## config.mk

```make
export PLATFORM = sky130hd
export DESIGN_NAME = alu_issue_ctrl
export DESIGN_NICKNAME = d
export VERILOG_FILES = /design/src/rtl/alu_issue_ctrl_pkg.sv /design/src/rtl/alu_issue_ctrl_regfile.sv /design/src/rtl/alu_issue_ctrl.sv
export SDC_FILE = /design/constraint.sdc
export NUM_CORES = 1
export LEC_CHECK = 0
export CAP_MARGIN = 10
export CORE_ASPECT_RATIO = 0.5
export CORE_MARGIN = 1.5
export CORE_UTILIZATION = 30
export DETAILED_ROUTE_END_ITERATION = 10
export GPL_ROUTABILITY_DRIVEN = 0
export HOLD_SLACK_MARGIN = 0.08
export SYNTH_ARGS = -nofsm -noshare
export SYNTH_HDL_FRONTEND = slang
export SYNTH_SLANG_ARGS = --single-unit
```

## constraint.sdc

```tcl
create_clock -name clk -period 6.2 [get_ports clk]
set_input_delay 1.24 -clock clk [delete_from_list [all_inputs] [get_ports clk]]
set_output_delay 1.24 -clock clk [all_outputs]
set_load 0.05 [all_outputs]
```

## src/rtl/alu_issue_ctrl_pkg.sv

```systemverilog
// Shared definitions for the ALU issue/writeback controller.
// Covers the instruction field positions, the opcode groups, the FSM encoding and the opcode legality check.
package alu_issue_ctrl_pkg;

  localparam logic [1:0] OP_ARITH = 2'b00;
  localparam logic [1:0] OP_LOGIC = 2'b01;
  localparam logic [1:0] OP_SHIFT = 2'b10;
  localparam logic [1:0] OP_CMP   = 2'b11;

  localparam int OPC_MSB = 15;
  localparam int OPC_LSB = 11;
  localparam int RD_MSB  = 10;
  localparam int RD_LSB  = 8;
  localparam int RS1_MSB = 7;
  localparam int RS1_LSB = 5;
  localparam int RS2_MSB = 4;
  localparam int RS2_LSB = 2;

  typedef enum logic [1:0] {
    IDLE = 2'd0,
    EXEC = 2'd1,
    WB   = 2'd2
  } state_e;

  // Each opcode group populates a different subset of its 8 sub-codes
  function automatic logic is_legal_op(input logic [4:0] code);
    logic [2:0] sub;
    logic       ok;
    sub = code[2:0];
    case (code[4:3])
      OP_ARITH: ok = 1'b1;
      OP_LOGIC: ok = (sub == 3'd0) || (sub == 3'd1) || (sub == 3'd2) || (sub == 3'd4);
      OP_SHIFT: ok = (sub <= 3'd3);
      OP_CMP:   ok = (sub <= 3'd5);
      default:  ok = 1'b0;
    endcase
    return ok;
  endfunction

endpackage

```

## src/rtl/alu_issue_ctrl_regfile.sv

```systemverilog
// Register file for the issue controller.
// It has two operand read ports, an observation read port and a single write port.
module alu_regfile #(
  parameter int DATA_W = 16,
  parameter int NREG   = 8,
  parameter int AW     = 3
) (
  input  logic              clk,
  input  logic              rst,
  input  logic              we,
  input  logic [AW-1:0]     waddr,
  input  logic [DATA_W-1:0] wdata,
  input  logic [AW-1:0]     raddr1,
  input  logic [AW-1:0]     raddr2,
  input  logic [AW-1:0]     obs_addr,
  output logic [DATA_W-1:0] rdata1,
  output logic [DATA_W-1:0] rdata2,
  output logic [DATA_W-1:0] obs_data
);

  logic [DATA_W-1:0] regs_q [NREG];
  logic [DATA_W-1:0] regs_d [NREG];

  always_comb begin
    regs_d = regs_q;
    if (we) regs_d[waddr] = wdata;
  end

  always_ff @(posedge clk or posedge rst) begin
    if (rst) begin
      for (int i = 0; i < NREG; i++) regs_q[i] <= '0;
    end else begin
      regs_q <= regs_d;
    end
  end

  assign rdata1   = regs_q[raddr1];
  assign rdata2   = regs_q[raddr2];
  assign obs_data = regs_q[obs_addr];

endmodule

```

## src/rtl/alu_issue_ctrl.sv

```systemverilog
// This controller sits upstream of the 16-bit ALU and runs each instruction through IDLE, EXEC and WB.
// It reads the operands at accept, captures the ALU result in EXEC and writes it back in WB.
module alu_issue_ctrl
  import alu_issue_ctrl_pkg::*;
#(
  parameter int DATA_W = 16,
  parameter int NREG   = 8,
  parameter int AW     = 3
) (
  input  logic              clk,
  input  logic              rst,
  input  logic              instr_valid,
  output logic              instr_ready,
  input  logic [15:0]       instr,
  input  logic              ld_en,
  input  logic [AW-1:0]     ld_addr,
  input  logic [DATA_W-1:0] ld_data,
  input  logic [AW-1:0]     obs_addr,
  output logic [DATA_W-1:0] obs_data,
  output logic [DATA_W-1:0] alu_a,
  output logic [DATA_W-1:0] alu_b,
  output logic [4:0]        alu_code,
  input  logic [DATA_W-1:0] alu_c,
  input  logic              alu_ovf,
  output logic              done,
  output logic              ovf_flag,
  output logic              ill_flag,
  input  logic              clr_flags
);

  state_e            state_q, state_d;
  logic [DATA_W-1:0] alu_a_q, alu_a_d, alu_b_q, alu_b_d, res_q, res_d;
  logic [4:0]        alu_code_q, alu_code_d;
  logic [AW-1:0]     rd_q, rd_d;
  logic              legal_q, legal_d, ovf_l_q, ovf_l_d;
  logic              ovf_flag_q, ovf_flag_d, ill_flag_q, ill_flag_d;

  logic              rf_we;
  logic [AW-1:0]     rf_waddr;
  logic [DATA_W-1:0] rf_wdata, rdata1, rdata2;
  logic              unused_rsvd;

  assign unused_rsvd = ^instr[1:0];

  alu_regfile #(.DATA_W(DATA_W), .NREG(NREG), .AW(AW)) u_regfile (
    .clk      (clk),
    .rst      (rst),
    .we       (rf_we),
    .waddr    (rf_waddr),
    .wdata    (rf_wdata),
    .raddr1   (instr[RS1_MSB:RS1_LSB]),
    .raddr2   (instr[RS2_MSB:RS2_LSB]),
    .obs_addr (obs_addr),
    .rdata1   (rdata1),
    .rdata2   (rdata2),
    .obs_data (obs_data)
  );

  // A flag that is cleared and set in the same cycle stays set
  always_comb begin
    state_d    = state_q;
    alu_a_d    = alu_a_q;
    alu_b_d    = alu_b_q;
    alu_code_d = alu_code_q;
    rd_d       = rd_q;
    legal_d    = legal_q;
    res_d      = res_q;
    ovf_l_d    = ovf_l_q;
    ovf_flag_d = clr_flags ? 1'b0 : ovf_flag_q;
    ill_flag_d = clr_flags ? 1'b0 : ill_flag_q;
    rf_we      = 1'b0;
    rf_waddr   = ld_addr;
    rf_wdata   = ld_data;
    case (state_q)
      IDLE: begin
        rf_we = ld_en;
        if (instr_valid) begin
          alu_a_d    = rdata1;
          alu_b_d    = rdata2;
          alu_code_d = instr[OPC_MSB:OPC_LSB];
          rd_d       = instr[RD_MSB:RD_LSB];
          legal_d    = is_legal_op(instr[OPC_MSB:OPC_LSB]);
          state_d    = EXEC;
        end
      end
      EXEC: begin
        res_d   = alu_c;
        ovf_l_d = alu_ovf;
        state_d = WB;
      end
      WB: begin
        if (legal_q) begin
          rf_we    = 1'b1;
          rf_waddr = rd_q;
          rf_wdata = res_q;
          if (ovf_l_q) ovf_flag_d = 1'b1;
        end else begin
          ill_flag_d = 1'b1;
        end
        state_d = IDLE;
      end
      default: state_d = IDLE;
    endcase
  end

  always_ff @(posedge clk or posedge rst) begin
    if (rst) begin
      state_q    <= IDLE;
      alu_a_q    <= '0;
      alu_b_q    <= '0;
      alu_code_q <= '0;
      rd_q       <= '0;
      legal_q    <= 1'b0;
      res_q      <= '0;
      ovf_l_q    <= 1'b0;
      ovf_flag_q <= 1'b0;
      ill_flag_q <= 1'b0;
    end else begin
      state_q    <= state_d;
      alu_a_q    <= alu_a_d;
      alu_b_q    <= alu_b_d;
      alu_code_q <= alu_code_d;
      rd_q       <= rd_d;
      legal_q    <= legal_d;
      res_q      <= res_d;
      ovf_l_q    <= ovf_l_d;
      ovf_flag_q <= ovf_flag_d;
      ill_flag_q <= ill_flag_d;
    end
  end

  assign instr_ready = (state_q == IDLE);
  assign done        = (state_q == WB);
  assign alu_a       = alu_a_q;
  assign alu_b       = alu_b_q;
  assign alu_code    = alu_code_q;
  assign ovf_flag    = ovf_flag_q;
  assign ill_flag    = ill_flag_q;

endmodule

```

==> run metrics <==
CP Max Fanout=13; deepest clock path buffer count=2; top area cells in the synthesized netlist=dfrtp_1, mux2_2, mux2i_1; clk slew on worst S/H paths=approximately 0.07 ns; CTS root buffer=clkbuf_16; Top Ports=approximately 120; WL per Instance=21.9 µm; Critical Path End Type=primary output; Port Buffer Count=between 100 and 150; H-tree levels=4; Reg2Reg Depth=4; leading cell type in the layout, fill and taps excluded=dfrtp_1; Placed Area=around 12000 µm²; postcts setup bufs=0; part of the cycle the worst path needs=77.9%; sequential area share after synthesis=between 40% and 50%; Die X-Extent=about 270 µm; Hold Path Depth=2; slew at the pin closest to its max-slew limit=between 1 and 1.5 ns; TNS Setup=0 ns; Mapped Cells=810; worst path required time=4.96 ns; area leader, netlist=dfrtp_1; via count=7265; CTS tree=yes; num rows=48; GRT Overall Usage=between 15 and 20%; Max Cap Viol=0; leakage=roughly 5.4 nW; pin count of the biggest net entering global routing=approximately 190; Setup-failing EPs final=0; most frequent cells in the layout=dfrtp_1, mux2_2, mux2i_1; via/cell ratio=5.25; Mapped Nets=870; Hold Vio Cnt, Final=0; die height=135 µm; Worst-Skew Late Latency=~0.45 ns; # DRC=0; FF+latch count, synth=190; hold-fix buffers at CTS=0; RSZ-0062 raised after global routing=no; grt ovf=0; clk sinks=between 150 and 200; post-CTS sizing=0; first-pass GRT wire length=between 40000 and 50000 µm; vias in the first global route=approximately 7500; cts bufs inserted=17; DP HPWL=18900 µm; DR iter-0 viols=547; syn avg cell area=approximately 13 µm²; design area=12600 µm²; Tmin final=4.83 ns; Setup Skew=roughly 0.013 ns; startpoint type of the worst setup path=primary input; share of cells above drive strength 1=31.3%; Initial Utilization=between 30 and 40%; Mapped Area=roughly 10000 µm²; P per Cell Area=approximately 470 nW/µm²; hold crit path type=register to register; synthesis-to-layout area growth=20.6%; Post-Route WL=30300 µm; die area=between 30000 and 40000 µm²; f_max=just over 200 MHz; Antenna diodes=0; Final Max Slew Viols=0; synthesis warning total=0; maximum vdd drop=roughly 0.00024 V; Final Net Count=955; Detailed Routing Iterations Pass 1=7; Distinct cells, synth=31; max_slew headroom=around 16%; initial antenna violation count=0; status=complete, no violations; Placement Setup Slack=1.37 ns; total power after layout=around 0.006 W; Routed Antenna Nets=0; final worst setup slack=roughly 1.4 ns; arrival time of data at the critical path endpoint=3.59 ns; Core Box Area=34400 µm²; post-synth top area share=between 40% and 50%; kind of critical path=primary input to primary output
==> metrics by stage <==
stage	hold slack, ns	util, %	cells
2_1_floorplan	0.477	-	810
6_report	0.478	36.6	1383
5_1_grt	0.514	36.6	1383
3_3_place_gp	0.468	34.8	1351
4_1_cts	0.488	36.6	1383
3_5_place_dp	0.471	34.8	1351
==> critical path, cell delays in order <==
cell             delay, ns
buf_2                 0.41
buf_4                 0.35
mux4_2                0.55
mux2_2                0.31
clkdlybuf4s50_1       0.72
==> flip-flops by register name, indices dropped and copies added (netlist names) <==
register          flops
ill_flag              1
u_regfile.regs_q    128
ovf_l_q               1
alu_code              5
ovf_flag              1
alu_a                16
alu_b                16
state_q               2
legal_q               1
res_q                16
rd_q                  3
==> area by class of cell <==
| cell class | instances | area, µm² |
|---|---|---|
| Multi-Input combinational cell | 554 | 5350 |
| Sequential cell | 190 | 4750 |
| Clock buffer | 17 | 425 |
| Tap cell | 475 | 594 |
| Fill cell | 3342 | 21800 |
| Clock inverter | 15 | 203 |
| Inverter | 6 | 26.3 |
| Timing Repair Buffer | 126 | 1230 |
==> final timing paths <==
kind / startpoint / end / slack (ns)
min in group asynchronous: rst / alu_b[0] / 1.41
worst min-delay path: alu_a[15] / alu_a[15] / 0.48
worst max register to register: state_q[1] / u_regfile.regs_q[116] / 3.61
worst min register to register: alu_a[15] / alu_a[15] / 0.48
worst max-delay path: obs_addr[0] / obs_data[4] / 1.37
max in group asynchronous: rst / u_regfile.regs_q[119] / 3.95
==> logic make-up after synthesis <==
| family | synth area share [%] |
|---|---|
| multiplexers | 39.8 |
| flip-flops | 45.6 |
| AO/OA/AOI/OAI | 6.84 |
| AND/OR/NAND/NOR | 4.43 |
| buffers and inverters | 3.38 |
==> Yosys cell counts <==
cell type	number
a31oi_1	1
o2bb2ai_1	1
o211ai_1	1
nand2b_1	4
buf_12	1
buf_1	1
nand2_1	71
buf_6	7
o21ai_0	35
dfrtp_1	190
nand3b_1	2
a21oi_1	2
inv_1	6
mux2i_2	2
mux4_2	32
mux2_2	173
a22o_1	1
nor2b_1	8
nand3b_4	1
mux2i_1	130
nor2_1	5
or3b_4	1
nand2_2	6
a22oi_1	64
and2_1	2
buf_4	2
mux2_4	10
nand3_1	1
clkbuf_1	26
buf_2	23
a21oi_4	1
==> per-layer routing <==
| metal | global-route usage, % | routed length, µm | vias to the layer above |
|---|---|---|---|
| met3 | 2.41 | 1340 | 28 |
| met4 | 4.23 | 374 | 0 |
| met5 | 0 | 0 | - |
| met2 | 27.1 | 14200 | 198 |
| met1 | 24.6 | 14400 | 3851 |
| li1 | - | - | 3188 |
==> report_power, final <==
part           internal [W]  total [W]  leakage, nW  switching [W]
registers           0.00180    0.00234         2.29       0.000541
clock network      0.000619    0.00117        0.296       0.000547
logic               0.00118    0.00247         2.81        0.00129
(Power assumes the default switching activity.)
